$ cat src/rtl/mips_pkg.sv
// Shared MIPS encoding constants used by the PC unit, ALU and controller,
// plus the next-PC source selector and branch offset helper.
package mips_pkg;

    localparam logic [5:0] OP_RTYPE  = 6'h00;
    localparam logic [5:0] OP_REGIMM = 6'h01;
    localparam logic [5:0] OP_J      = 6'h02;
    localparam logic [5:0] OP_JAL    = 6'h03;
    localparam logic [5:0] OP_BEQ    = 6'h04;
    localparam logic [5:0] OP_BNE    = 6'h05;
    localparam logic [5:0] OP_BLEZ   = 6'h06;
    localparam logic [5:0] OP_BGTZ   = 6'h07;

    localparam logic [5:0] FN_JR     = 6'h08;

    localparam logic [4:0] RT_BLTZ   = 5'd0;
    localparam logic [4:0] RT_BGEZ   = 5'd1;

    typedef enum logic [1:0] {
        SEL_SEQ,
        SEL_BRANCH,
        SEL_JUMP,
        SEL_JR
    } pc_sel_e;

    // Sign-extended word offset of a branch immediate.
    function automatic logic [31:0] branch_offset(input logic [15:0] imm);
        return {{14{imm[15]}}, imm, 2'b00};
    endfunction

endpackage

$ cat src/rtl/pc_next_unit_if.sv
// Bus between the control/datapath side and the PC stage: instruction
// fields, ALU flags and commit strobe in; PC, link address and status out.
interface pc_next_unit_if #(
    parameter int CNT_W = 16
);
    logic             pc_we;
    logic [5:0]       opcode;
    logic [5:0]       funct;
    logic [4:0]       rt;
    logic [15:0]      imm16;
    logic [25:0]      target26;
    logic [31:0]      rs_val;
    logic             gtz, ne, eq, gez, lez, ltz;
    logic             err_clr;

    logic [31:0]      pc;
    logic [31:0]      pc_plus4;
    logic [31:0]      link_addr;
    logic             taken;
    logic             addr_err;
    logic [31:0]      err_pc;
    logic [CNT_W-1:0] br_cnt;
    logic [CNT_W-1:0] taken_cnt;

    modport master (
        output pc_we, opcode, funct, rt, imm16, target26, rs_val,
               gtz, ne, eq, gez, lez, ltz, err_clr,
        input  pc, pc_plus4, link_addr, taken, addr_err, err_pc,
               br_cnt, taken_cnt
    );

    modport slave (
        input  pc_we, opcode, funct, rt, imm16, target26, rs_val,
               gtz, ne, eq, gez, lez, ltz, err_clr,
        output pc, pc_plus4, link_addr, taken, addr_err, err_pc,
               br_cnt, taken_cnt
    );
endinterface

$ cat src/rtl/sat_counter.sv
// Up-counter that sticks at all-ones instead of wrapping.
module sat_counter #(
    parameter int W = 16
) (
    input  logic         clk,
    input  logic         rst_n,
    input  logic         inc,
    output logic [W-1:0] count
);

    // NOTE: sequential state uses non-blocking assignments so every flop
    // samples pre-edge values regardless of process evaluation order.
    always_ff @(posedge clk or negedge rst_n) begin
        if (!rst_n) begin
            count <= '0;
        end else if (inc && (count != '1)) begin
            count <= count + 1'b1;
        end
    end

endmodule

$ cat src/rtl/pc_next_unit.sv
// PC stage of the multi-cycle MIPS: picks the next PC from branch/jump
// decode and ALU flags, commits on pc_we, traps misaligned targets.
module pc_next_unit
    import mips_pkg::*;
#(
    parameter logic [31:0] RESET_PC = 32'h0000_0000,
    parameter int          CNT_W    = 16
) (
    input  logic        clk,
    input  logic        rst_n,
    pc_next_unit_if.slave bus
);

    logic [31:0] pc_q;
    logic [31:0] err_pc_q;
    logic        taken_q;
    logic        addr_err_q;

    logic [31:0] pc_plus4;
    logic [31:0] next_pc;
    pc_sel_e     sel;
    logic        is_branch;
    logic        cond;
    logic        commit;
    logic        misaligned;

    assign pc_plus4 = pc_q + 32'd4;

    // NOTE: every signal written here gets a default first, so no path
    // through the case statements can leave one unassigned (no latches).
    always_comb begin
        is_branch = 1'b0;
        cond      = 1'b0;
        sel       = SEL_SEQ;
        next_pc   = pc_plus4;

        unique case (bus.opcode)
            OP_BEQ:  begin is_branch = 1'b1; cond = bus.eq;  end
            OP_BNE:  begin is_branch = 1'b1; cond = bus.ne;  end
            OP_BLEZ: begin is_branch = 1'b1; cond = bus.lez; end
            OP_BGTZ: begin is_branch = 1'b1; cond = bus.gtz; end
            OP_REGIMM: begin
                if (bus.rt == RT_BGEZ) begin
                    is_branch = 1'b1;
                    cond      = bus.gez;
                end else if (bus.rt == RT_BLTZ) begin
                    is_branch = 1'b1;
                    cond      = bus.ltz;
                end
            end
            OP_J, OP_JAL: sel = SEL_JUMP;
            OP_RTYPE: if (bus.funct == FN_JR) sel = SEL_JR;
            default: ;
        endcase

        if (is_branch && cond) sel = SEL_BRANCH;

        unique case (sel)
            SEL_BRANCH: next_pc = pc_plus4 + branch_offset(bus.imm16);
            SEL_JUMP:   next_pc = {pc_plus4[31:28], bus.target26, 2'b00};
            SEL_JR:     next_pc = bus.rs_val;
            default:    next_pc = pc_plus4;
        endcase
    end

    // A pending error blocks commits; a clear in the same cycle also drops it.
    assign commit     = bus.pc_we && !addr_err_q && !bus.err_clr;
    assign misaligned = (next_pc[1:0] != 2'b00);

    // NOTE: asynchronous active-low reset; the sensitivity list carries
    // negedge rst_n so reset takes effect without waiting for a clock.
    always_ff @(posedge clk or negedge rst_n) begin
        if (!rst_n) begin
            pc_q       <= RESET_PC;
            taken_q    <= 1'b0;
            addr_err_q <= 1'b0;
            err_pc_q   <= '0;
        end else begin
            taken_q <= 1'b0;
            if (bus.err_clr) begin
                addr_err_q <= 1'b0;
            end else if (commit) begin
                if (misaligned) begin
                    addr_err_q <= 1'b1;
                    err_pc_q   <= pc_q;
                end else begin
                    pc_q    <= next_pc;
                    taken_q <= (sel != SEL_SEQ);
                end
            end
        end
    end

    sat_counter #(.W(CNT_W)) u_br_cnt (
        .clk   (clk),
        .rst_n (rst_n),
        .inc   (commit && !misaligned && is_branch),
        .count (bus.br_cnt)
    );

    sat_counter #(.W(CNT_W)) u_taken_cnt (
        .clk   (clk),
        .rst_n (rst_n),
        .inc   (commit && !misaligned && is_branch && cond),
        .count (bus.taken_cnt)
    );

    assign bus.pc        = pc_q;
    assign bus.pc_plus4  = pc_plus4;
    assign bus.link_addr = pc_q + 32'd8;
    assign bus.taken     = taken_q;
    assign bus.addr_err  = addr_err_q;
    assign bus.err_pc    = err_pc_q;

endmodule

$ cat src/flat_wrapper.sv
// flat-port wrapper written by rule: the top's interface ports become plain ports
module pc_next_unit_flat import mips_pkg::*;
#(
    parameter logic [31:0] RESET_PC = 32'h0000_0000,
    parameter int          CNT_W    = 16
)
  (clk, rst_n, bus_pc_we, bus_opcode, bus_funct, bus_rt, bus_imm16, bus_target26, bus_rs_val, bus_gtz, bus_ne, bus_eq, bus_gez, bus_lez, bus_ltz, bus_err_clr, bus_pc, bus_pc_plus4, bus_link_addr, bus_taken, bus_addr_err, bus_err_pc, bus_br_cnt, bus_taken_cnt);
  pc_next_unit_if #(.CNT_W(CNT_W)) bus_i ();
  input  logic clk;
  input  logic rst_n;
  input wire logic [$bits(bus_i.pc_we)-1:0] bus_pc_we;
  input wire logic [$bits(bus_i.opcode)-1:0] bus_opcode;
  input wire logic [$bits(bus_i.funct)-1:0] bus_funct;
  input wire logic [$bits(bus_i.rt)-1:0] bus_rt;
  input wire logic [$bits(bus_i.imm16)-1:0] bus_imm16;
  input wire logic [$bits(bus_i.target26)-1:0] bus_target26;
  input wire logic [$bits(bus_i.rs_val)-1:0] bus_rs_val;
  input wire logic [$bits(bus_i.gtz)-1:0] bus_gtz;
  input wire logic [$bits(bus_i.ne)-1:0] bus_ne;
  input wire logic [$bits(bus_i.eq)-1:0] bus_eq;
  input wire logic [$bits(bus_i.gez)-1:0] bus_gez;
  input wire logic [$bits(bus_i.lez)-1:0] bus_lez;
  input wire logic [$bits(bus_i.ltz)-1:0] bus_ltz;
  input wire logic [$bits(bus_i.err_clr)-1:0] bus_err_clr;
  output wire logic [$bits(bus_i.pc)-1:0] bus_pc;
  output wire logic [$bits(bus_i.pc_plus4)-1:0] bus_pc_plus4;
  output wire logic [$bits(bus_i.link_addr)-1:0] bus_link_addr;
  output wire logic [$bits(bus_i.taken)-1:0] bus_taken;
  output wire logic [$bits(bus_i.addr_err)-1:0] bus_addr_err;
  output wire logic [$bits(bus_i.err_pc)-1:0] bus_err_pc;
  output wire logic [$bits(bus_i.br_cnt)-1:0] bus_br_cnt;
  output wire logic [$bits(bus_i.taken_cnt)-1:0] bus_taken_cnt;
  assign bus_i.pc_we = bus_pc_we;
  assign bus_i.opcode = bus_opcode;
  assign bus_i.funct = bus_funct;
  assign bus_i.rt = bus_rt;
  assign bus_i.imm16 = bus_imm16;
  assign bus_i.target26 = bus_target26;
  assign bus_i.rs_val = bus_rs_val;
  assign bus_i.gtz = bus_gtz;
  assign bus_i.ne = bus_ne;
  assign bus_i.eq = bus_eq;
  assign bus_i.gez = bus_gez;
  assign bus_i.lez = bus_lez;
  assign bus_i.ltz = bus_ltz;
  assign bus_i.err_clr = bus_err_clr;
  assign bus_pc = bus_i.pc;
  assign bus_pc_plus4 = bus_i.pc_plus4;
  assign bus_link_addr = bus_i.link_addr;
  assign bus_taken = bus_i.taken;
  assign bus_addr_err = bus_i.addr_err;
  assign bus_err_pc = bus_i.err_pc;
  assign bus_br_cnt = bus_i.br_cnt;
  assign bus_taken_cnt = bus_i.taken_cnt;
  pc_next_unit #(.RESET_PC(RESET_PC), .CNT_W(CNT_W)) u_core (.clk(clk), .rst_n(rst_n), .bus(bus_i));
endmodule
$ cat config.mk
export PLATFORM = sky130hd
export DESIGN_NAME = pc_next_unit_flat
export DESIGN_NICKNAME = d
export VERILOG_FILES = /design/src/rtl/mips_pkg.sv /design/src/rtl/pc_next_unit_if.sv /design/src/rtl/sat_counter.sv /design/src/rtl/pc_next_unit.sv /design/src/flat_wrapper.sv
export SDC_FILE = /design/constraint.sdc
export NUM_CORES = 1
export LEC_CHECK = 0
export BUFFER_PORTS_ARGS = -buffer_cell sky130_fd_sc_hd__buf_2
export CAP_MARGIN = 20
export CORE_ASPECT_RATIO = 2
export CORE_UTILIZATION = 44
export CTS_BUF_LIST = sky130_fd_sc_hd__clkbuf_16
export CTS_CLUSTER_DIAMETER = 150
export CTS_CLUSTER_SIZE = 14
export DETAILED_ROUTE_END_ITERATION = 10
export PLACE_DENSITY_LB_ADDON = 0.08
export SYNTH_ARGS = -nofsm -noshare
export SYNTH_HDL_FRONTEND = slang
export SYNTH_SLANG_ARGS = --single-unit
$ cat constraint.sdc
create_clock -name clk -period 5.1 [get_ports clk]
set_clock_uncertainty 0.2 [all_clocks]
set_input_delay 1.02 -clock clk [delete_from_list [all_inputs] [get_ports clk]]
set_output_delay 1.02 -clock clk [all_outputs]
set_load 0.005 [all_outputs]
==> flow_metrics.py, run 1 <==
metrics = {
    "run_status": {
        "outcome": "completed",
    },
    "drt": {
        "vias": 7081,
        "detail_route.wl_per_cell_um": 20.5,
        "via_per_inst": 5.70,
        "drt_iter0_drc": 434,
        "antenna_left": 0,
        "drt_wl_total_mm": 25.5,
        "firstDrtPassIters": 9,
        "route.detailed.drc": 0,
    },
    "clock_network": {
        "hold_buffers": 0,
        "cts_tree": "built",
        "htreeDepth": 3,
        "cts_sinks": 98,
        "cts_buffers": 9,
        "clkTransAtPathRegs_ps": 70,
        "cts-root-buf": "clkbuf_16",
        "cts_setup_buffers": 0,
        "post_cts_resized": 0,
        "worst_skew_pair.late_latency_ps": 360,
        "clockBufferDepth": 2,
    },
    "timing": {
        "tightest_slew_ps": 864,
        "maxSlewViolCount": 0,
        "finalWorstSetupSlack_ps": 362,
        "relSlewSlack": 0.424,
        "hold_viol_final": 0,
        "rsz0062_at_grt": "false",
        "setup_violations": 0,
        "max_freq_mhz": 211,
        "period_minus_slack_ps": 4740,
        "min_period_over_period": 0.929,
        "finalSetupTns_ps": 0,
    },
    "die": {
        "fp.dieH_um": 183,
        "die_area_um2": 16800,
        "num_rows": 65,
        "dieWidth_um": 92.3,
        "pin_count": 263,
        "coreArea_um2": 15900,
        "start_util": 0.452,
    },
    "finish": {
        "drive_gt1_frac": 0.331,
        "seqCellArea_um2": 2450,
        "area_delta_synth_final_pct": 24.9,
        "layout.cells.non_filler": 1243,
        "antenna_cells": 0,
        "n_fill_cell": 1551,
        "multi_input_area_um2": 4400,
        "num-nets-final": 1172,
    },
    "synthesis": {
        "synth_seq_area_share": 0.342,
        "ys_seq_elements": 98,
        "syn_area_per_cell_um2": 8.95,
        "yosysTopAreaCell": "dfrtp_1",
        "synth.net_count": 936,
        "synth_cell_types": 71,
        "synth_edf_count": 0,
        "synthFlopType": "dfrtp_1",
        "yosysTopAreaCellShare": 0.342,
        "yosysWarnings": 0,
        "async_flop_share": 1.00,
        "synthCells": 801,
        "syn_area_um2": 7170,
        "synth.area.top_cells": "dfrtp_1 (34%), xnor2_1 (7.4%), ha_1 (5.8%)",
    },
    "critical_path": {
        "path_buf_inv": 0,
        "rr_worst_depth": 16,
        "worstSetupPathType": "flip-flop to flip-flop",
        "cp_max_fo": 10,
        "timing.rr.start": "u_core.bus.pc[3]",
        "reg2reg_to": "u_core.bus.pc[31]",
        "max_stage_delay_ps": 520,
        "r2r_slack_ps": 360,
        "slowest_stage": "nor3_1",
        "cp-start-kind": "flip-flop",
        "worstPathRequired_ps": 5170,
        "critPathTopFamily": "simple AND/OR/NAND/NOR gates",
        "critPathArrivalTime_ps": 4810,
        "path_cells": "ha_1, nand3_1, nor3_1, nand2_1, xnor2_1, ha_1, and3_1, nand4_1, a211o_1, and3_1, o21bai_1, a21o_1, nor3b_1, a21oi_1, or2_2, a31oi_1",
        "cp-end-kind": "flip-flop",
    },
    "global_route": {
        "grt_pass1_wl_mm": 39.5,
        "antenna_found_initial": 0,
        "overflow": 0,
        "grt_start_max_net_pins": 64,
        "grt_pass1_vias": 7259,
        "grt_usage": 0.309,
    },
    "min_path": {
        "hp-start": "u_core.bus.err_pc[3]",
        "hp-class": "flip-flop to flip-flop",
        "whs_path_depth": 2,
        "hold_end": "u_core.bus.err_pc[3]",
    },
    "placed_design": {
        "preCtsSetupSlack_ps": 480,
        "dp.final_hpwl_mm": 19.7,
        "gp_congestion": 0.925,
        "port_buffers": 262,
        "placed_cells": 1227,
    },
    "power": {
        "p_leak_uw": 0.00443,
        "vdd_drop_max_mv": 0.214,
        "p_per_area_nw_per_um2": 406,
    },
    "run": {
        "drv_cap": 0,
    },
}
state kept, by name, summed over array words and instances (netlist names):
| signal | flops |
|---|---|
| u_core.bus.taken | 1 |
| u_core.u_br_cnt.count | 16 |
| u_core.bus.pc | 32 |
| u_core.u_taken_cnt.count | 16 |
| u_core.bus.err_pc | 32 |
| u_core.bus.addr_err | 1 |
Yosys cell counts, types with 3 or more instances:
master,instances
dfrtp_1,98
nand2_1,90
nor2_1,71
xnor2_1,61
xor2_1,47
ha_1,33
a21oi_1,32
nand3_1,32
mux2_2,31
clkbuf_1,26
o21ai_0,26
a222oi_1,24
a31oi_1,21
inv_1,19
a21o_1,14
nand4_1,14
and3_1,13
buf_2,12
nor3_1,12
buf_4,7
nand2b_1,7
clkbuf_2,6
nor2b_1,6
and4_1,5
nor4_1,5
o21a_1,5
nor3_2,4
o21bai_1,4
o22ai_1,4
o31ai_1,4
or3_1,4
a2111oi_0,3
a211o_1,3
a21boi_0,3
a221oi_1,3
and2_1,3
o211ai_1,3
routing by layer:
layer / track usage / vias to the layer above / share of wire
li1: - / 3350 / -
met1: 0.328 / 3384 / 0.36
met2: 0.565 / 277 / 0.52
met3: 0.0475 / 70 / 0.054
met4: 0.181 / 0 / 0.058
met5: 0 / - / 0
cell usage in the layout (no fill, tap or decap), drive strengths merged, types with 21 or more instances in the layout:
master / netlist / routed
nand2: 92 / 92
nor2: 72 / 72
mux2: 31 / 31
xor2: 47 / 47
ha: 33 / 33
o21ai: 28 / 28
a222oi: 24 / 24
buf: 22 / 279
dfrtp: 98 / 98
nand3: 32 / 32
a31oi: 21 / 21
xnor2: 61 / 61
inv: 19 / 22
a21oi: 32 / 32
area by class of cell:
class	count	share of cell area
sequential	98	0.274
clock inverter	7	0.0130
tap	201	0.0281
inverter	19	0.00796
timing repair buffer	279	0.161
multi-input combinational	630	0.491
clock buffer	9	0.0251
worst max path at each step:
stage                            startpoint                 to  slack (ps)  cells after the start
after floorplan           u_core.bus.pc[10]  u_core.bus.pc[31]        1100                     18
after global placement    u_core.bus.pc[10]  u_core.bus.pc[31]         650                     18
after detailed placement   u_core.bus.pc[3]  u_core.bus.pc[31]         480                     16
after CTS                 u_core.bus.pc[10]  u_core.bus.pc[31]         420                     18
after global routing      u_core.bus.pc[10]  u_core.bus.pc[31]          30                     18
final                      u_core.bus.pc[3]  u_core.bus.pc[31]         360                     16
cells by family (layout without fill, tap and decap cells):
group | count (synthesis) | after routing | synth area share
AOI/OAI and AO/OA | 172 | 172 | 0.171
xor gates and xnor gates | 108 | 108 | 0.132
adders and majority gates | 34 | 34 | 0.0604
buffers and inverters | 73 | 314 | 0.0461
DFF | 98 | 98 | 0.342
muxes | 34 | 34 | 0.0546
and+or+nand+nor | 282 | 282 | 0.194
worst register-to-register path: cells and delay by family, from the launching register on:
kind,cells,cell delay [ps]
AO/OA/AOI/OAI,5,950
flip-flops,1,460
AND/OR/NAND/NOR,8,2150
XOR/XNOR,1,190
adder cells (fa/ha/maj),2,710
where the power goes:
group | internal (uW) | switching (uW) | total, uW | leakage (uW)
Combinational | 783 | 1010 | 1790 | 0.00299
Clock | 481 | 321 | 802 | 0.000172
Sequential | 865 | 185 | 1050 | 0.00127
metrics by stage:
stage               hold WS [ps]  power [uW]  utilization  cell area, um2
finish                       280        3640        0.565            8960
global route                 309        3880        0.565            8960
CTS                          282        3650        0.565            8960
detailed placement           265        2840        0.543            8620
global placement             258        2840        0.543            8620
floorplan                    273        2180            -            7170
No activity file was read; power rests on OpenSTA's default activity.
==> inputs of run 2 (changes only) <==
--- a/config.mk
+++ b/config.mk
@@ -8,7 +8,7 @@
 export BUFFER_PORTS_ARGS = -buffer_cell sky130_fd_sc_hd__buf_2
 export CAP_MARGIN = 20
 export CORE_ASPECT_RATIO = 2
-export CORE_UTILIZATION = 44
+export CORE_UTILIZATION = 35
 export CTS_BUF_LIST = sky130_fd_sc_hd__clkbuf_16
 export CTS_CLUSTER_DIAMETER = 150
 export CTS_CLUSTER_SIZE = 14
==> flow_metrics.py, run 2 (synthesis results as in run 1) <==
metrics = {
    "die": {
        "coreArea_um2": 20000,
        "pin_count": 263,
        "start_util": 0.359,
        "dieWidth_um": 103,
        "fp.dieH_um": 204,
        "die_area_um2": 21100,
        "num_rows": 73,
    },
    "power": {
        "p_sw_uw": 1530,
        "clkPwrFrac": 0.196,
        "finalPower_uw": 3550,
        "vdd_drop_max_mv": 0.204,
        "swShare": 0.432,
        "p_per_area_nw_per_um2": 396,
        "p_seq_frac": 0.302,
        "power_frac_comb": 0.502,
        "p_int_uw": 2020,
        "p_leak_uw": 0.00439,
    },
    "clock_network": {
        "cts_sinks": 98,
        "cts_buffers": 9,
        "hold_buffers": 0,
        "cts_setup_buffers": 0,
        "clockBufferDepth": 2,
        "cts-root-buf": "clkbuf_16",
        "htreeDepth": 3,
        "cts_tree": "built",
        "post_cts_resized": 0,
        "worst_skew_pair.late_latency_ps": 360,
        "clkTransAtPathRegs_ps": 80,
    },
    "run": {
        "drv_cap": 0,
    },
    "drt": {
        "antenna_left": 0,
        "detail_route.wl_per_cell_um": 21.0,
        "via_per_inst": 5.46,
        "vias": 7117,
        "route.detailed.drc": 0,
        "firstDrtPassIters": 5,
        "drt_iter0_drc": 382,
        "drt_wl_total_mm": 27.4,
    },
    "run_status": {
        "outcome": "completed",
    },
    "critical_path": {
        "cp-end-kind": "flip-flop",
        "cp_max_fo": 10,
        "critPathTopFamily": "simple AND/OR/NAND/NOR gates",
        "cp-start-kind": "flip-flop",
        "critPathArrivalTime_ps": 4620,
        "worstPathRequired_ps": 5180,
        "r2r_slack_ps": 560,
        "slowest_stage": "dfrtp_1",
        "worstSetupPathType": "flip-flop to flip-flop",
        "max_stage_delay_ps": 520,
        "path_buf_inv": 1,
        "path_cells": "nand2_1, nor4_2, buf_4, and2b_1, nand3_1, nor2_1, xor2_1, ha_1, and4_1, nand4_1, a211o_1, and3_1, o21bai_1, a21o_1, nor3b_1, a21oi_1, or2_2, a31oi_1",
    },
    "finish": {
        "area_delta_synth_final_pct": 25.0,
        "num-nets-final": 1169,
        "drive_gt1_frac": 0.327,
        "seqCellArea_um2": 2450,
        "layout_common_cells": "buf_2 (261), dfrtp_1 (98), nand2_1 (90)",
        "multi_input_area_um2": 4400,
        "n_fill_cell": 2043,
        "layout.cells.non_filler": 1303,
        "final_common_cell": "buf_2",
    },
    "timing": {
        "hold_viol_final": 0,
        "period_minus_slack_ps": 4540,
        "min_period_over_period": 0.891,
        "relSlewSlack": 0.377,
        "tightest_slew_ps": 934,
        "max_freq_mhz": 220,
        "finalWorstSetupSlack_ps": 558,
        "rsz0062_at_grt": "false",
        "finalSetupTns_ps": 0,
        "maxSlewViolCount": 0,
        "setup_violations": 0,
    },
    "placed_design": {
        "dp.final_hpwl_mm": 21.1,
        "gp_congestion": 0.939,
        "placed_cells": 1285,
        "port_buffers": 262,
        "preCtsSetupSlack_ps": 596,
    },
    "global_route": {
        "grt_pass1_vias": 7160,
        "grt_usage": 0.263,
        "antenna_found_initial": 2,
        "grt_pass1_wl_mm": 40.8,
        "overflow": 0,
        "grt_start_max_net_pins": 70,
    },
    "min_path": {
        "hp-class": "flip-flop to flip-flop",
    },
}
run 2: changes by cell type in the layout (fill, tap and decap cells not counted), sizes merged:
| cell | delta |
|---|---|
| clkinvlp | +1 |
| clkinv | +3 |
| diode | +2 |
| buf | -3 |
| inv | -2 |
| bufinv | -2 |
run 2: worst register-to-register path, stage by stage (launching register included):
cell and delay (ps):
dfrtp_1 520, nand2_1 260, nor4_2 300, buf_4 180, and2b_1 180, nand3_1 150, nor2_1 200, xor2_1 130
ha_1 380, and4_1 290, nand4_1 120, a211o_1 240, and3_1 250, o21bai_1 150, a21o_1 210, nor3b_1 200
a21oi_1 60, or2_2 280, a31oi_1 150
run 2: path summary, 6_finish.rpt:
path	start	end	depth (start not counted)
max	u_core.bus.pc[10]	u_core.bus.pc[31]	18
min	u_core.bus.err_pc[26]	u_core.bus.err_pc[26]	2
max reg2reg	u_core.bus.pc[10]	u_core.bus.pc[31]	18
min reg2reg	u_core.bus.err_pc[26]	u_core.bus.err_pc[26]	2
max in group asynchronous	rst_n	u_core.u_taken_cnt.count[10]	2
min in group asynchronous	rst_n	u_core.bus.err_pc[2]	1
run 2: cell type report:
| type | instances | share of cell area |
|---|---|---|
| Inverter | 19 | 0.00796 |
| Multi-Input combinational cell | 630 | 0.491 |
| Clock buffer | 9 | 0.0251 |
| Sequential cell | 98 | 0.274 |
| Antenna cell | 2 | 0.000558 |
| Tap cell | 262 | 0.0366 |
| Clock inverter | 7 | 0.00684 |
| Timing Repair Buffer | 276 | 0.158 |
run 2: per-stage QoR:
| step | util | hold slack [ps] | instance area, um2 |
|---|---|---|---|
| after detailed placement | 0.434 | 269 | 8670 |
| after CTS | 0.448 | 286 | 8960 |
| after floorplan | - | 273 | 7170 |
| final | 0.448 | 281 | 8960 |
| after global placement | 0.434 | 259 | 8670 |
| after global routing | 0.448 | 307 | 8960 |
run 2: power groups by stage:
stage / combinational, uW / sequential (uW) / clock, uW
after floorplan: 1220 / 966 / 0
after global placement: 1790 / 1080 / 0
after detailed placement: 1770 / 1090 / 0
after CTS: 1780 / 1070 / 717
after global routing: 1970 / 1090 / 749
final: 1780 / 1070 / 696
run 2: per-layer routing:
metal / global-route usage / part of all wire / vias up
met5: 0 / 0.00048 / -
met4: 0.141 / 0.046 / 2
met3: 0.0383 / 0.054 / 68
met2: 0.479 / 0.54 / 271
met1: 0.284 / 0.36 / 3426
li1: - / - / 3350
==> inputs of run 3 (changes only) <==
--- a/config.mk
+++ b/config.mk
@@ -9,7 +9,6 @@
 export CAP_MARGIN = 20
 export CORE_ASPECT_RATIO = 2
 export CORE_UTILIZATION = 35
-export CTS_BUF_LIST = sky130_fd_sc_hd__clkbuf_16
 export CTS_CLUSTER_DIAMETER = 150
 export CTS_CLUSTER_SIZE = 14
 export DETAILED_ROUTE_END_ITERATION = 10
==> flow_metrics.py, run 3 (synthesis results as in run 1) <==
metrics = {
    "die": {
        "coreArea_um2": 20000,
        "pin_count": 263,
        "num_rows": 73,
        "dieWidth_um": 103,
        "fp.dieH_um": 204,
        "die_area_um2": 21100,
        "start_util": 0.359,
    },
    "finish": {
        "final_common_cell": "buf_2",
        "layout.cells.non_filler": 1304,
        "area_delta_synth_final_pct": 25.4,
        "drive_gt1_frac": 0.330,
        "num-nets-final": 1169,
        "layout_common_cells": "buf_2 (261), dfrtp_1 (98), nand2_1 (90)",
    },
    "global_route": {
        "grt_use_met3": 0.0434,
        "antenna_found_initial": 2,
        "globalRouteMet2Util": 0.479,
        "grt_pass1_vias": 7162,
        "top_usage_layer": "met2",
        "grt_pass1_wl_mm": 40.8,
        "grt_start_max_net_pins": 70,
        "grt_usage": 0.263,
        "grtUsageMet1": 0.282,
        "overflow": 0,
    },
    "critical_path": {
        "critPathArrivalTime_ps": 4650,
        "cp_max_fo": 10,
        "worstPathRequired_ps": 5180,
        "slowest_stage": "nor3_1",
        "path_cells": "ha_1, nand3_1, nor3_1, nand2_1, xnor2_1, ha_1, and3_1, nand4_1, a211o_1, and3_1, o21bai_1, a21o_1, nor3b_1, a21oi_1, or2_2, a31oi_1",
        "cp-start-kind": "flip-flop",
        "cp-end-kind": "flip-flop",
        "worstSetupPathType": "flip-flop to flip-flop",
        "max_stage_delay_ps": 520,
    },
    "timing": {
        "relSlewSlack": 0.385,
        "tightest_slew_ps": 899,
        "maxSlewViolCount": 0,
        "hold_slack_ps": 279,
        "setup_violations": 0,
        "period_minus_slack_ps": 4580,
        "max_freq_mhz": 219,
        "hold_viol_final": 0,
        "min_period_over_period": 0.897,
        "finalSetupTns_ps": 0,
        "rsz0062_at_grt": "false",
    },
    "clock_network": {
        "clockBufferDepth": 2,
        "htreeDepth": 3,
        "worst_skew_pair.late_latency_ps": 360,
        "cts_buffers": 9,
        "hold_buffers": 0,
        "clkTransAtPathRegs_ps": 70,
        "cts_setup_buffers": 0,
        "post_cts_resized": 0,
        "cts_sinks": 98,
        "cts-root-buf": "clkbuf_16",
        "cts_tree": "built",
    },
    "power": {
        "vdd_drop_max_mv": 0.204,
        "p_per_area_nw_per_um2": 400,
        "p_leak_uw": 0.00440,
    },
    "drt": {
        "drt_iter0_drc": 404,
        "firstDrtPassIters": 6,
        "detail_route.wl_per_cell_um": 21.0,
        "route.detailed.drc": 0,
        "drt_wl_total_mm": 27.3,
        "vias": 7151,
        "via_per_inst": 5.48,
        "antenna_left": 0,
    },
    "run": {
        "drv_cap": 0,
    },
    "min_path": {
        "hp-class": "flip-flop to flip-flop",
    },
    "placed_design": {
        "gp_congestion": 0.939,
        "dp.final_hpwl_mm": 21.1,
        "port_buffers": 262,
        "placed_cells": 1285,
    },
    "run_status": {
        "outcome": "completed",
    },
}
[run 3: cell count changes in the layout (fill, tap and decap cells not counted), sizes merged]
cell | before | now
diode | 2 | 3
clkinv | 4 | 1
clkbuf | 9 | 13
inv | 20 | 19
[run 3: final cells by class]
cell class              count  area, um2
repair buffers            276       1420
inverters                  19       71.3
clock buffers              13        270
clock inverters             3       46.3
well taps                 262        328
flip-flops and latches     98       2450
diodes                      3       7.51
fillers                  2040      11000
multi-input cells         630       4400
[run 3: final timing paths]
path | start | endpoint | depth (start not counted) | slack, ps
setup reg to reg | u_core.bus.pc[3] | u_core.bus.pc[31] | 16 | 520
hold / removal | u_core.bus.err_pc[26] | u_core.bus.err_pc[26] | 2 | 280
max in group asynchronous | rst_n | u_core.u_taken_cnt.count[10] | 2 | 3080
min in group asynchronous | rst_n | u_core.bus.err_pc[2] | 1 | 600
hold reg to reg | u_core.bus.err_pc[26] | u_core.bus.err_pc[26] | 2 | 280
setup / recovery | u_core.bus.pc[3] | u_core.bus.pc[31] | 16 | 520
[run 3: metal layers]
layer	share of wire	vias up
li1	-	3359
met1	0.36	3440
met2	0.54	286
met3	0.053	66
met4	0.046	0
met5	0	-
[run 3: report_power, final]
part	internal, uW	total (uW)	switching [uW]
logic	776	1780	1010
clock network	423	742	320
registers	864	1070	207
total	2060	3600	1540
[run 3: metrics by stage]
stage	cell area, um2	utilization	setup slack [ps]	power, uW
floorplan	7170	-	1100	2180
global placement	8670	0.434	704	2870
detailed placement	8670	0.434	596	2860
CTS	8990	0.449	558	3620
global route	8990	0.449	185	3850
finish	9000	0.450	525	3600
[run 3: critical path, delay by kind of cell (launching register included)]
kind                       cells  cell delay (ps)
DFF                            1              450
and+or+nand+nor                8             2120
AOI/OAI and AO/OA              5              830
xor gates and xnor gates       1              190
adders and majority gates      2              710
